### config.mk
export PLATFORM = sky130hd
export DESIGN_NAME = sram_1rw1r_req_ctrl
export DESIGN_NICKNAME = d
export VERILOG_FILES = /design/src/rtl/sram_1rw1r_req_ctrl.sv
export SDC_FILE = /design/constraint.sdc
export NUM_CORES = 1
export LEC_CHECK = 0
export CAP_MARGIN = 20
export CORE_AREA = 2 2 96 98
export CTS_BUF_LIST = sky130_fd_sc_hd__clkbuf_16
export CTS_CLUSTER_SIZE = 40
export DETAILED_ROUTE_END_ITERATION = 6
export DIE_AREA = 0 0 98 100
export GPL_TIMING_DRIVEN = 0
export PLACE_DENSITY = 0.65
export SLEW_MARGIN = 20
export SYNTH_ARGS = -nofsm -noshare
export SYNTH_HDL_FRONTEND = slang
export SYNTH_SLANG_ARGS = --single-unit
### constraint.sdc
create_clock -name CLK -period 2.02 [get_ports CLK]
set_input_delay 0.303 -clock CLK [delete_from_list [all_inputs] [get_ports CLK]]
set_output_delay 0.303 -clock CLK [all_outputs]
set_load 0.03 [all_outputs]
### src/rtl/sram_1rw1r_req_ctrl.sv
// Valid/ready front-end for a 1RW+1R SRAM macro: drives macro strobes from accepted requests,
// captures read data one cycle after the macro samples, and returns it through per-port FIFOs.
module sram_1rw1r_req_ctrl #(
   parameter int unsigned ADDR_WIDTH = 4,
   parameter int unsigned DATA_WIDTH = 8,
   parameter int unsigned RSP_DEPTH  = 4
) (
   input  logic                  CLK,
   input  logic                  RST_N,
   input  logic                  a_req_valid,
   output logic                  a_req_ready,
   input  logic                  a_req_write,
   input  logic [ADDR_WIDTH-1:0] a_req_addr,
   input  logic [DATA_WIDTH-1:0] a_req_wdata,
   output logic                  a_rsp_valid,
   input  logic                  a_rsp_ready,
   output logic [DATA_WIDTH-1:0] a_rsp_data,
   input  logic                  b_req_valid,
   output logic                  b_req_ready,
   input  logic [ADDR_WIDTH-1:0] b_req_addr,
   output logic                  b_rsp_valid,
   input  logic                  b_rsp_ready,
   output logic [DATA_WIDTH-1:0] b_rsp_data,
   output logic                  b_conflict,
   output logic                  sram_csb0,
   output logic                  sram_web0,
   output logic [ADDR_WIDTH-1:0] sram_addr0,
   output logic [DATA_WIDTH-1:0] sram_din0,
   input  logic [DATA_WIDTH-1:0] sram_dout0,
   output logic                  sram_csb1,
   output logic [ADDR_WIDTH-1:0] sram_addr1,
   input  logic [DATA_WIDTH-1:0] sram_dout1
);

   localparam int unsigned       CntW     = $clog2(RSP_DEPTH + 1);
   localparam int unsigned       PtrW     = $clog2(RSP_DEPTH);
   localparam logic [CntW-1:0]   DepthCnt = CntW'(RSP_DEPTH);
   localparam logic [PtrW-1:0]   LastPtr  = PtrW'(RSP_DEPTH - 1);

   // Index 0 is port A, index 1 is port B.
   logic [1:0]            req_rdy;
   logic [1:0]            rsp_vld;
   logic [1:0]            pop;
   logic [1:0]            inflight_d;
   logic [1:0]            inflight_q;
   logic [DATA_WIDTH-1:0] push_data [2];
   logic [DATA_WIDTH-1:0] head_data [2];
   logic                  a_fire;
   logic                  b_fire;
   logic                  collide;

   assign push_data[0] = sram_dout0;
   assign push_data[1] = sram_dout1;
   assign pop          = {rsp_vld[1] & b_rsp_ready, rsp_vld[0] & a_rsp_ready};

   for (genvar p = 0; p < 2; p++) begin : g_port
      logic [DATA_WIDTH-1:0] mem_q [RSP_DEPTH];
      logic [PtrW-1:0]       wr_ptr_q;
      logic [PtrW-1:0]       rd_ptr_q;
      logic [CntW-1:0]       cnt_q;
      logic [CntW-1:0]       cnt_d;
      logic [CntW-1:0]       outstanding;
      logic                  push;

      // Data is valid on dout during the cycle after the macro sampled the read.
      assign push         = inflight_q[p];
      assign outstanding  = cnt_q + CntW'(inflight_q[p]);
      assign req_rdy[p]   = RST_N & (outstanding < DepthCnt);
      assign rsp_vld[p]   = RST_N & (cnt_q != '0);
      assign head_data[p] = mem_q[rd_ptr_q];

      always_comb begin
         cnt_d = cnt_q;
         if (push && !pop[p]) begin
            cnt_d = cnt_q + CntW'(1);
         end else if (!push && pop[p]) begin
            cnt_d = cnt_q - CntW'(1);
         end
      end

      always_ff @(posedge CLK or negedge RST_N) begin
         if (!RST_N) begin
            cnt_q    <= '0;
            wr_ptr_q <= '0;
            rd_ptr_q <= '0;
         end else begin
            cnt_q <= cnt_d;
            if (push) wr_ptr_q <= (wr_ptr_q == LastPtr) ? '0 : wr_ptr_q + PtrW'(1);
            if (pop[p]) rd_ptr_q <= (rd_ptr_q == LastPtr) ? '0 : rd_ptr_q + PtrW'(1);
         end
      end

      always_ff @(posedge CLK) begin
         if (push) mem_q[wr_ptr_q] <= push_data[p];
      end

      always_ff @(posedge CLK) begin
         if (RST_N) begin
            assert (!(push && cnt_q == DepthCnt))
               else $error("response fifo %0d pushed while full", p);
         end
      end
   end

   // A has priority; an A write to B's address stalls B so the macro never sees the collision.
   assign a_fire     = a_req_valid & req_rdy[0];
   assign collide    = a_fire & a_req_write & b_req_valid & (b_req_addr == a_req_addr);
   assign b_fire     = b_req_valid & req_rdy[1] & ~collide;
   assign inflight_d = {b_fire, a_fire & ~a_req_write};

   always_ff @(posedge CLK or negedge RST_N) begin
      if (!RST_N) begin
         inflight_q <= '0;
      end else begin
         inflight_q <= inflight_d;
      end
   end

   always_comb begin
      a_req_ready = req_rdy[0];
      b_req_ready = req_rdy[1] & ~collide;
      b_conflict  = collide;
      a_rsp_valid = rsp_vld[0];
      b_rsp_valid = rsp_vld[1];
      a_rsp_data  = head_data[0];
      b_rsp_data  = head_data[1];
      sram_csb0   = ~a_fire;
      sram_web0   = ~(a_fire & a_req_write);
      sram_addr0  = a_fire ? a_req_addr : '0;
      sram_din0   = a_fire ? a_req_wdata : '0;
      sram_csb1   = ~b_fire;
      sram_addr1  = b_fire ? b_req_addr : '0;
   end

endmodule

==> impl_metrics.py <==
metrics = {
    "die": {
        "die_area_um2": 9800,
        "num_rows": 35,
        "die-height_um": 100,
        "ios": 79,
        "die_w_um": 98,
        "initial_core_util_pct": 38.7,
        "core_um2": 8890,
    },
    "timing": {
        "drv_slew": 0,
        "tightest_slew_ns": 0.724,
        "hold_viol": 0,
        "max_slew_margin_pct": 51.5,
        "final.setup.worst_slack_ns": -0.387,
        "setup_viol": 20,
        "period_share_pct": 119,
        "skew_ns": 0.00207,
        "fmax_mhz": 415,
        "whs_ns": 0.452,
        "min_period_ns": 2.41,
        "rsz0062_at_grt": "true",
    },
    "layout": {
        "finalNetCount": 361,
        "final_common_cell": "edfxtp_1",
        "stdcell_area_um2": 4900,
        "synthToLayoutAreaGrowth_pct": 42.4,
        "seq_area_um2": 2330,
        "multiInputGateArea_um2": 1150,
        "antenna_cells": 0,
        "layout_common_cells": "edfxtp_1, clkdlybuf4s50_1, buf_4",
        "fill_cells": 752,
        "drive_above_1_share_pct": 38.8,
    },
    "drt": {
        "drc": 0,
        "first_pass_iters": 4,
        "vias_per_cell": 4.83,
        "drtIter0Drc": 73,
        "dr_total_vias": 2041,
        "routed_wl_um": 6510,
        "drtAntennaViolNets": 0,
        "wl_per_cell_um": 15.4,
    },
    "global_routing": {
        "grt_pass1_vias": 2139,
        "met2_usage_pct": 22.7,
        "antenna_found_initial": 0,
        "grt_most_used_layer": "met2",
        "grt_overflow": 0,
        "track_usage_pct": 13.5,
        "use_met3_pct": 4.87,
        "grt_pass1_wl_um": 10000,
        "use_met1_pct": 16.0,
        "grt_max_degree": 17,
    },
    "logic_synthesis": {
        "synth_edf_count": 64,
        "yosysSeqAreaShare_pct": 67.5,
        "syn_nets": 255,
        "synthFlopType": "edfxtp_1",
        "synthCells": 202,
        "synth-seq-cells": 80,
        "synth_area_um2": 3440,
        "synthDistinctLibCells": 27,
        "synthArstFlopShare_pct": 20.0,
        "yosys_warnings": 0,
        "avgSynthCellArea_um2": 17.0,
    },
    "place": {
        "place_area_um2": 4390,
        "placement.io_buffers": 78,
        "gp_congestion": 0.693,
        "dp.final_hpwl_um": 4310,
    },
    "setup_path": {
        "critical_path_arrival_ns": 2.10,
        "crit_required_ns": 1.72,
        "end_kind": "output port",
        "setup.worst_path.start_class": "flip-flop",
        "path_class": "flip-flop to output port",
        "cp_max_fo": 5,
    },
    "clock_tree": {
        "cts-root-buf": "clkbuf_16",
        "clk_path_buf_depth": 2,
        "cts_tree": "done",
        "path_clk_slew_ns": 0.05,
        "cts_buffers": 9,
        "htreeDepth": 3,
        "clk_latency_ns": 0.32,
        "clock-sinks": 80,
    },
    "power": {
        "leakage_nw": 1.89,
        "ir_drop_uv": 468,
        "p_per_area_nw_per_um2": 1280,
        "report.power.total_mw": 6.26,
    },
    "outcome": {
        "outcome": "finished with violations",
        "violations": "setup timing",
    },
    "min_path": {
        "min-delay-path-class": "primary input to flip-flop",
    },
    "run": {
        "maxCapViolCount": 0,
    },
}
registers in the layout, indices dropped and copies added, names as in the netlist:
signal,flops
g_port.rd_ptr_q,4
g_port.mem_q,64
g_port.wr_ptr_q,4
inflight_q,2
g_port.cnt_q,6
power by group:
part	internal, mW	total, mW	switching [mW]
clock	1.19	1.75	0.561
sequential	2.03	2.24	0.215
combinational	1.08	2.27	1.19
total	4.29	6.26	1.97
cell type report:
class,count,area share (%)
buffer,4,1.05
sequential,80,47.5
tap,111,2.83
clock inverter,6,2.07
inverter,13,1.05
timing repair buffer,97,17.5
clock buffer,9,4.60
multi-input combinational,103,23.4
routing by layer:
layer  wire length (um)  share of wire (%)
met5                  0                  0
met4                 91                1.4
met3                361                5.5
met2               3460                 53
met1               2600                 40
cells by family after synthesis:
group           Yosys count  share of synthesized area [%]
xor+xnor                 11                           2.80
flops                    80                           67.5
buf+inv                  19                           2.33
compound gates           10                           2.47
fa+ha+maj                14                           5.53
simple gates             48                           7.63
mux                      20                           11.8
cells in the mapped netlist (all sizes together) (3+ instances only):
cell     n  share of area (%)
and2    21                3.8
buf      5               0.73
dfrtp   16                 12
edfxtp  64                 56
ha      12                4.4
inv     13                1.5
mux2     4                1.3
mux4    16                 10
nand2    7               0.76
nand3    3               0.44
nor2     6               0.65
nor3     7                1.0
o21ai    4               0.58
xnor2    6                1.5
xor2     5                1.3
repair_timing:
action                                  4_1_cts  5_1_grt
setup buffers                                 3       14
hold buffers                                  1        0
pin swaps                                     3       13
gates cloned                                  0        1
endpoints found under the hold margin        16        0
gates resized for setup                     195       73
endpoints found under the setup margin       47       40
critical path, stage by stage (launching register included):
cell and delay, ns:
dfrtp_2 0.44, a31oi_4 0.18, or2_1 0.14, and3_4 0.22, inv_4 0.05, o311ai_4 0.34, buf_6 0.18, nor3_2 0.04
buf_4 0.18
stage by stage:
stage | cells | worst slack [ns] | util, % | setup TNS (ns)
after global routing | 423 | -0.483 | 55.1 | -6.69
final | 423 | -0.387 | 55.1 | -4.82
after detailed placement | 391 | -1.48 | 49.3 | -35.47
after CTS | 409 | -0.338 | 53.3 | -3.69
after floorplan | 202 | -0.0441 | - | -0.215
after global placement | 391 | -1.47 | 49.3 | -34.71
final timing paths:
check | start | end | slack [ns] | depth (start not counted)
min reg2reg | g_port[1].cnt_q[2] | g_port[1].cnt_q[2] | 0.52 | 1
min in group asynchronous | RST_N | g_port[0].cnt_q[0] | 0.69 | 2
max reg2reg | g_port[0].cnt_q[0] | g_port[0].cnt_q[2] | 0.12 | 8
min | RST_N | inflight_q[1] | 0.45 | 4
max in group asynchronous | RST_N | g_port[0].cnt_q[1] | 0.82 | 2
max | g_port[0].cnt_q[1] | sram_addr1[3] | -0.39 | 8
Note: power is estimated with default switching activity, not from simulation.
